===== src/rtl/meter_scheduler.sv =====
// -----------------------------------------------------------------------------
// meter_scheduler
//
// Sequencing controller for the averaging voltage/current meter. Issues a
// one-cycle meter_start either from a programmable period timer or from a host
// one-shot request. It then follows the meter busy handshake (busy falls for
// the final averaged sample and rises again when results update). On completion
// it captures the V/I results and runs consecutive-sample over-limit checks.
// Sticky fault, timeout and overrun flags go to the supervisory logic.
//
// Ports
//   clk, rst                 system clock, asynchronous active-high reset
//   enable, period           periodic mode enable and start-to-start interval
//   req, ack                 one-shot request in, completion pulse out
//   meter_start, meter_busy  meter handshake
//   meter_data_v/_i          12-bit meter results
//   v_limit, i_limit         over-limit thresholds (strict greater-than)
//   sample_v/_i              last captured results
//   sample_valid             one-cycle pulse on a new capture
//   sample_count             completed conversions (wrapping)
//   ov_fault, oc_fault       sticky over-voltage / over-current flags
//   timeout_err, overrun     sticky handshake-timeout / missed-tick flags
//   fault_clear              clears sticky flags and consecutive counters
// -----------------------------------------------------------------------------
module meter_scheduler #(
  parameter int PERIOD_W       = 24,
  parameter int TIMEOUT_CYCLES = 2000000,
  parameter int FAULT_COUNT    = 3
) (
  input  logic                clk,
  input  logic                rst,
  input  logic                enable,
  input  logic [PERIOD_W-1:0] period,
  input  logic                req,
  output logic                ack,
  output logic                meter_start,
  input  logic                meter_busy,
  input  logic [11:0]         meter_data_v,
  input  logic [11:0]         meter_data_i,
  input  logic [11:0]         v_limit,
  input  logic [11:0]         i_limit,
  output logic [11:0]         sample_v,
  output logic [11:0]         sample_i,
  output logic                sample_valid,
  output logic [15:0]         sample_count,
  output logic                ov_fault,
  output logic                oc_fault,
  output logic                timeout_err,
  output logic                overrun,
  input  logic                fault_clear
);

  localparam int          TO_W   = $clog2(TIMEOUT_CYCLES + 1);
  localparam logic [TO_W-1:0] TO_MAX = TO_W'(TIMEOUT_CYCLES);
  localparam logic [3:0]  FC     = 4'(FAULT_COUNT);

  localparam logic [2:0] IDLE      = 3'd0;
  localparam logic [2:0] START     = 3'd1;
  localparam logic [2:0] WAIT_LOW  = 3'd2;
  localparam logic [2:0] WAIT_HIGH = 3'd3;
  localparam logic [2:0] CHECK     = 3'd4;

  logic [2:0]          state;
  logic [PERIOD_W-1:0] timer;
  logic                pend_per;
  logic                pend_req;
  logic                serve_req;
  logic [TO_W-1:0]     to_cnt;
  logic [3:0]          ov_cnt;
  logic [3:0]          oc_cnt;

  // Period timer: a tick whenever the enabled timer sits at zero, so the first
  // tick lands in the first enabled cycle. A period of 0 behaves as 1.
  logic                tick;
  logic [PERIOD_W-1:0] reload;
  assign tick   = enable && (timer == '0);
  assign reload = (period == '0) ? '0 : period - PERIOD_W'(1);

  // Handshake progress and timeout. Progress in the same cycle as the last
  // allowed wait cycle takes priority over the timeout.
  logic            in_wait;
  logic            capture;
  logic            advance;
  logic [TO_W-1:0] to_inc;
  logic            to_hit;
  assign in_wait = (state == WAIT_LOW) || (state == WAIT_HIGH);
  assign capture = (state == WAIT_HIGH) && meter_busy;
  assign advance = ((state == WAIT_LOW) && !meter_busy) || capture;
  assign to_inc  = (to_cnt == TO_MAX) ? to_cnt : to_cnt + TO_W'(1);
  assign to_hit  = in_wait && !advance && (to_inc == TO_MAX);

  // Consecutive over-limit counters. A fault_clear coinciding with a capture
  // restarts the count from zero before the new sample is applied.
  logic       v_over;
  logic       i_over;
  logic [3:0] ov_base;
  logic [3:0] oc_base;
  logic [3:0] ov_next;
  logic [3:0] oc_next;
  assign v_over  = meter_data_v > v_limit;
  assign i_over  = meter_data_i > i_limit;
  assign ov_base = fault_clear ? 4'd0 : ov_cnt;
  assign oc_base = fault_clear ? 4'd0 : oc_cnt;
  assign ov_next = !v_over ? 4'd0 : (ov_base == 4'hF) ? ov_base : ov_base + 4'd1;
  assign oc_next = !i_over ? 4'd0 : (oc_base == 4'hF) ? oc_base : oc_base + 4'd1;

  // Timer and pending flags. In IDLE the pending flags are consumed, so only a
  // new event arriving that cycle survives.
  // NOTE: state is updated with non-blocking assignments so every register
  // samples the pre-edge values regardless of statement order.
  always_ff @(posedge clk or posedge rst) begin
    if (rst) begin
      timer    <= '0;
      pend_per <= 1'b0;
      pend_req <= 1'b0;
    end else begin
      if (!enable)  timer <= '0;
      else if (tick) timer <= reload;
      else          timer <= timer - PERIOD_W'(1);

      if (state == IDLE) begin
        pend_per <= tick;
        pend_req <= req;
      end else begin
        pend_per <= pend_per | tick;
        pend_req <= pend_req | req;
      end
    end
  end

  // Conversion sequencer. Everything reported in CHECK is registered on the
  // WAIT_HIGH->CHECK edge so it appears together with sample_valid.
  always_ff @(posedge clk or posedge rst) begin
    if (rst) begin
      state        <= IDLE;
      serve_req    <= 1'b0;
      to_cnt       <= '0;
      meter_start  <= 1'b0;
      sample_valid <= 1'b0;
      ack          <= 1'b0;
      sample_v     <= '0;
      sample_i     <= '0;
      sample_count <= '0;
    end else begin
      meter_start  <= 1'b0;
      sample_valid <= 1'b0;
      ack          <= 1'b0;
      case (state)
        IDLE: begin
          if (pend_per || pend_req) begin
            state       <= START;
            serve_req   <= pend_req;
            meter_start <= 1'b1;
          end
        end
        START: begin
          to_cnt <= '0;
          state  <= WAIT_LOW;
        end
        WAIT_LOW, WAIT_HIGH: begin
          to_cnt <= to_inc;
          if (capture) begin
            state        <= CHECK;
            sample_v     <= meter_data_v;
            sample_i     <= meter_data_i;
            sample_valid <= 1'b1;
            sample_count <= sample_count + 16'd1;
            ack          <= serve_req;
          end else if (advance) begin
            state <= WAIT_HIGH;
          end else if (to_hit) begin
            state <= IDLE;
            ack   <= serve_req;
          end
        end
        CHECK: begin
          state     <= IDLE;
          serve_req <= 1'b0;
        end
        default: state <= IDLE;
      endcase
    end
  end

  // Sticky flags and consecutive counters; a set condition beats fault_clear.
  always_ff @(posedge clk or posedge rst) begin
    if (rst) begin
      ov_cnt      <= '0;
      oc_cnt      <= '0;
      ov_fault    <= 1'b0;
      oc_fault    <= 1'b0;
      timeout_err <= 1'b0;
      overrun     <= 1'b0;
    end else begin
      if (capture) begin
        ov_cnt <= ov_next;
        oc_cnt <= oc_next;
      end else if (fault_clear) begin
        ov_cnt <= '0;
        oc_cnt <= '0;
      end

      if (capture && (ov_next >= FC))       ov_fault <= 1'b1;
      else if (fault_clear)                 ov_fault <= 1'b0;

      if (capture && (oc_next >= FC))       oc_fault <= 1'b1;
      else if (fault_clear)                 oc_fault <= 1'b0;

      if (to_hit)                           timeout_err <= 1'b1;
      else if (fault_clear)                 timeout_err <= 1'b0;

      // Tick merged into an already pending one while a conversion runs.
      if (tick && pend_per && (state != IDLE)) overrun <= 1'b1;
      else if (fault_clear)                    overrun <= 1'b0;
    end
  end

endmodule


===== config.mk =====
export PLATFORM = sky130hd
export DESIGN_NAME = meter_scheduler
export DESIGN_NICKNAME = d
export VERILOG_FILES = /design/src/rtl/meter_scheduler.sv
export SDC_FILE = /design/constraint.sdc
export NUM_CORES = 1
export LEC_CHECK = 0
export CELL_PAD_IN_SITES_DETAIL_PLACEMENT = 1
export CELL_PAD_IN_SITES_GLOBAL_PLACEMENT = 1
export CORE_MARGIN = 2
export CORE_UTILIZATION = 36
export DETAILED_ROUTE_END_ITERATION = 8
export PLACE_DENSITY_LB_ADDON = 0.1
export SYNTH_ARGS = -nofsm -noshare
export SYNTH_HDL_FRONTEND = slang
export SYNTH_SLANG_ARGS = --single-unit

===== constraint.sdc =====
create_clock -name clk -period 3.6 [get_ports clk]
set_clock_uncertainty 0.05 [all_clocks]
set_input_delay 0.72 -clock clk [delete_from_list [all_inputs] [get_ports clk]]
set_output_delay 0.72 -clock clk [all_outputs]
set_load 0.02 [all_outputs]

=== After elaboration in Yosys (flattened, before gate mapping) ===
Index checks and enable logic that the tools add are counted.

* $lt $le $gt $ge: 4
* Reductions and logical operators: 28
* Equal/unequal tests: 10
* Bitwise gates (word level): 2
* Add/sub/neg operators: 6
* Muxes and demuxes: 35

{| class="wikitable"
|+ Operators with widths
! operator !! number
|-
| 24-bit two-way mux || 3
|-
| 24-bit zero test || 2
|-
| 24-bit by 1-bit subtractor with 24-bit output (second input constant) || 2
|-
| 21-bit equality test (second input constant) || 2
|-
| 21-bit one-hot mux with 2 select lines || 1
|-
| 4-bit two-way mux || 8
|-
| 12-bit > comparator || 2
|-
| 21-bit by 1-bit adder with 21-bit output (second input constant) || 1
|-
| 21-bit two-way mux || 1
|-
| 16-bit by 1-bit adder with 16-bit output (second input constant) || 1
|-
| 1-bit two-way mux || 16
|-
| 3-bit two-way mux || 4
|-
| 2-bit nonzero test || 6
|-
| 1-bit logical AND || 9
|-
| 3-bit one-hot mux with 3 select lines || 1
|-
| 4-bit by 1-bit adder with 4-bit output (second input constant) || 2
|-
| 4-bit equality test (second input constant) || 2
|-
| 4-bit by 2-bit greater-or-equal comparator with 1-bit output (second input constant) || 2
|-
| 3-bit by 2-bit equality test with 1-bit output (second input constant) || 2
|-
| 2-bit AND reduction || 3
|-
| 4-bit inequality test (second input constant) || 1
|-
| 3-bit by 1-bit equality test with 1-bit output (second input constant) || 1
|-
| 3-bit equality test (second input constant) || 1
|-
| 3-bit zero test || 1
|-
| other kinds (7) || 11
|}

* Bits in registers: 106
* Word-level logic and storage cells: 103
* Output and inout port bits: 47
* Input bits: 78

=== Logic depth before layout (Yosys ltp) ===
* Word-level depth: 10
* Gate-level depth with buffers: 10
* Depth with buffers taken out: 9

=== Worst setup path before layout ===
No wires, ideal clock.

* Path kind: input to register
* Start point: input period[10]
* End point: register timer[19]
* Data required time: 3.431 ns
* Library setup time: 0.119 ns
* Path buffers: 0
* Stages: 7
* Arrival: 2.719 ns
* Path slack: 0.712 ns
* Cells stage by stage: or4_4 > or4b_4 > or4_1 > nand2b_4 > xor2_1 > nor2_1 > o21a_1

* Cells in the longest elaborated chain, start to end: 4
* Elaborated cells between the ends (all ways): 5
* Classes of those cells: add/sub: 1; mux: 3; reduce/logical: 1

{| class="wikitable"
|+ Ends and longest elaborated chain
! what !! line !! text
|-
| start: declaration || 33 || <nowiki>input logic [PERIOD_W-1:0] period,</nowiki>
|-
| 24-bit by 1-bit subtractor with 24-bit output or 24-bit zero test (tied branches) || 77 || <nowiki>assign reload = (period == '0) ? '0 : period - PERIOD_W'(1);</nowiki>
|-
| 24-bit two-way mux * || 77 ||
|-
| 24-bit two-way mux * || 118 || <nowiki>else if (tick) timer <= reload;</nowiki>
|-
| 24-bit two-way mux * || 117 || <nowiki>if (!enable) timer <= '0;</nowiki>
|-
| end signal: assignment || 118 ||
|-
| end signal: assignment || 119 || <nowiki>else timer <= timer - PERIOD_W'(1);</nowiki>
|-
| end: declaration || 64 || <nowiki>logic [PERIOD_W-1:0] timer;</nowiki>
|}

Mark *: on every way between the ends. The rest lies on a longest branch, timed or not.
A chain may end at the register's enable or synchronous reset.

=== Worst setup path after layout ===
Same ends and word-level chain as after synthesis.

==> impl_metrics.yaml <==
power_and_ir_drop:
  swShare_pct: 41.7
  finalPower_mw: 5.18
  p_leak_nw: 3.81
  p_clk_share_pct: 20.1
  pwr-share-seq_pct: 35.7
  p_per_area_nw_per_um2: 608
  p_int_mw: 3.02
  switchingPower_mw: 2.16
  peakVddDrop_v: 0.000267
  combPwrFrac_pct: 44.3
clock_network:
  cts_hold_buffers: 0
  numCtsBuffers: 9
  insertion_delay_ns: 0.37
  cts_tree: "done"
  clock-root-buffer: "clkbuf_16"
  cts.repair.resized: 0
  path_clk_slew_ns: 0.09
  cts_setup_buffers: 0
  ctsHtreeMaxLevel: 3
  clk_path_buf_depth: 2
  cts_sinks: 106
placement:
  dp_slack_ns: 0.104
  routabilityCongestion: 0.846
  place_hpwl_um: 14800
  placed_cells: 1128
  port_buffers: 124
logic_synthesis:
  synth.distinct_cells: 63
  async_reset_ff_share_pct: 100
  yosysSeqAreaShare_pct: 39.6
  synth_common_cells: "nand2_1, dfrtp_1, nor2_1, o21ai_0, inv_1"
  ys_seq_elements: 106
  synthTopCellsByArea: "dfrtp_1, nand2_1, ha_1"
  synth_nets: 905
  syn-cell-area_um2: 6690
  synth_edf_count: 0
  avgSynthCellArea_um2: 8.42
  netlist_instances: 795
  synth_ff_type: "dfrtp_1"
  yosysTopAreaCellShare_pct: 39.6
  synth.most_common_cell: "nand2_1"
  ys_warn_count: 0
  yosys.area.top_type: "dfrtp_1"
die:
  core_um2: 18100
  num_rows: 49
  fp.dieW_um: 140
  ios: 125
  dieArea_um2: 19700
  initial_core_util_pct: 37.0
  fp.dieH_um: 140
critical_path:
  required_ns: 3.80
  crit_fanout: 5
  endpoint_kind: "register"
  cp_cell_sequence: "clkdlybuf4s50_1 > or4_4 > or4b_4 > or4_1 > nand2b_4 > xor2_1 > nor2_1 > o21a_1"
  critPathMaxStageDelay_ns: 0.59
  critPathSlowestCell: "or4_4"
  worstPathArrival_ns: 3.34
  critical_path_class: "in2reg"
  start_kind: "input pin"
drt:
  num_vias: 6204
  wl_um: 20200
  dr.pass1.iters: 4
  drt_iter0_markers: 323
  drtAntennaViolNets: 0
  drc: 0
  viasPerCell: 5.42
  wl_per_cell_um: 17.6
timing:
  relSlewSlack_pct: 32.5
  period_needed_ns: 3.14
  max_freq_ghz: 0.319
  final.setup.tns_ns: 0
  post-route-period-util_pct: 87.2
  worstMarginPinSlew_ns: 1.01
  setup_viol_count_final: 0
  drv_slew: 0
  postLayoutSetupSlackWorst_ns: 0.460
  hold_viol: 0
  rsz0062_at_grt: "no"
cells_and_area:
  final_nets: 1020
  syn_to_final_growth_pct: 27.4
  layout.cells.non_filler: 1145
  drive_above_1_share_pct: 5.68
global_route:
  grt_pass1_wl_um: 33500
  grt_pass1_vias: 6737
  grt_max_degree: 48
  grt_antenna_before_repair: 1
  grt_remaining_overflow: 0
  track_usage_pct: 21.0
flow_run:
  drv_cap: 0
outcome:
  status: "finished, final reports clean"
hold_path:
  hold_path_class: "reg2reg"
layout make-up:
type,count,area [µm²]
multi-input cells,611,3740
fillers,2149,9560
clock inverters,7,80.1
inverters,40,153
flip-flops and latches,106,2650
diodes,1,2.50
well taps,229,287
repair buffers,142,1390
clock buffers,9,225
metal layers:
layer	global-route usage [%]	share of wire [%]	vias to the layer above
met5	0	0	-
met3	4.55	4.0	17
met1	24.6	42	3093
met2	38.8	52	100
met4	5.21	1.2	0
li1	-	-	2994
flip-flops by register name (all words and copies together) (netlist names):
name / flops
timer: 24
to_cnt: 21
sample_count: 16
sample_i: 12
sample_v: 12
oc_cnt: 4
ov_cnt: 4
state: 3
ack: 1
meter_start: 1
oc_fault: 1
ov_fault: 1
overrun: 1
pend_per: 1
pend_req: 1
sample_valid: 1
serve_req: 1
timeout_err: 1
worst max-delay path, delay by kind of cell:
family          cells  cell delay [ns]
compound gates      1             0.17
xor+xnor            1             0.14
buf+inv             1             0.46
simple gates        5             1.84
path summary, 6_finish.rpt:
kind	from	end	slack (ns)	depth (start not counted)
setup / recovery	period[10]	timer[19]$_DFF_PP0_	0.46	8
setup reg to reg	to_cnt[0]$_DFFE_PP0P_	state[0]$_DFFE_PP0P_	0.60	8
hold reg to reg	sample_v[3]$_DFFE_PP0P_	sample_v[3]$_DFFE_PP0P_	0.43	2
hold / removal	sample_v[3]$_DFFE_PP0P_	sample_v[3]$_DFFE_PP0P_	0.43	2
max in group asynchronous	rst	sample_count[14]$_DFFE_PP0P_	1.98	3
min in group asynchronous	rst	state[2]$_DFFE_PP0P_	0.73	2
cells by family after synthesis:
| group | count (synthesis) | share of synthesized area (%) |
|---|---|---|
| flip-flops | 106 | 39.6 |
| XOR/XNOR | 58 | 7.59 |
| AND/OR/NAND/NOR | 362 | 27.6 |
| buffers and inverters | 78 | 4.54 |
| adder cells (fa/ha/maj) | 32 | 5.98 |
| AO/OA/AOI/OAI | 153 | 13.8 |
| multiplexers | 6 | 0.935 |
power by group through the flow:
stage / combinational [mW] / sequential (mW) / clock (mW)
2_1_floorplan: 1.28 / 1.95 / 0
3_3_place_gp: 2.23 / 1.83 / 0
3_5_place_dp: 2.31 / 1.86 / 0
4_1_cts: 2.33 / 1.85 / 1.07
5_1_grt: 2.56 / 1.90 / 1.12
6_report: 2.29 / 1.85 / 1.04
placed cells by master, fill, tap and decap left out, types with 27 or more instances in the layout:
cell type | synthesis | layout
nand2_1 | 142 | 142
inv_1 | 40 | 39
o21ai_0 | 51 | 51
ha_1 | 32 | 32
nand3_1 | 36 | 36
xor2_1 | 31 | 31
clkdlybuf4s50_1 | 0 | 124
nor2_1 | 51 | 51
xnor2_1 | 27 | 27
dfrtp_1 | 106 | 106
a21oi_1 | 34 | 34
through the flow:
stage	area, µm²	hold slack [ns]	util [%]
final	8530	0.433	47.1
after global routing	8520	0.473	47.1
after CTS	8520	0.439	47.1
after detailed placement	8220	0.416	45.4
after global placement	8220	0.407	45.4
after floorplan	6690	0.431	-
(Power assumes the default switching activity.)
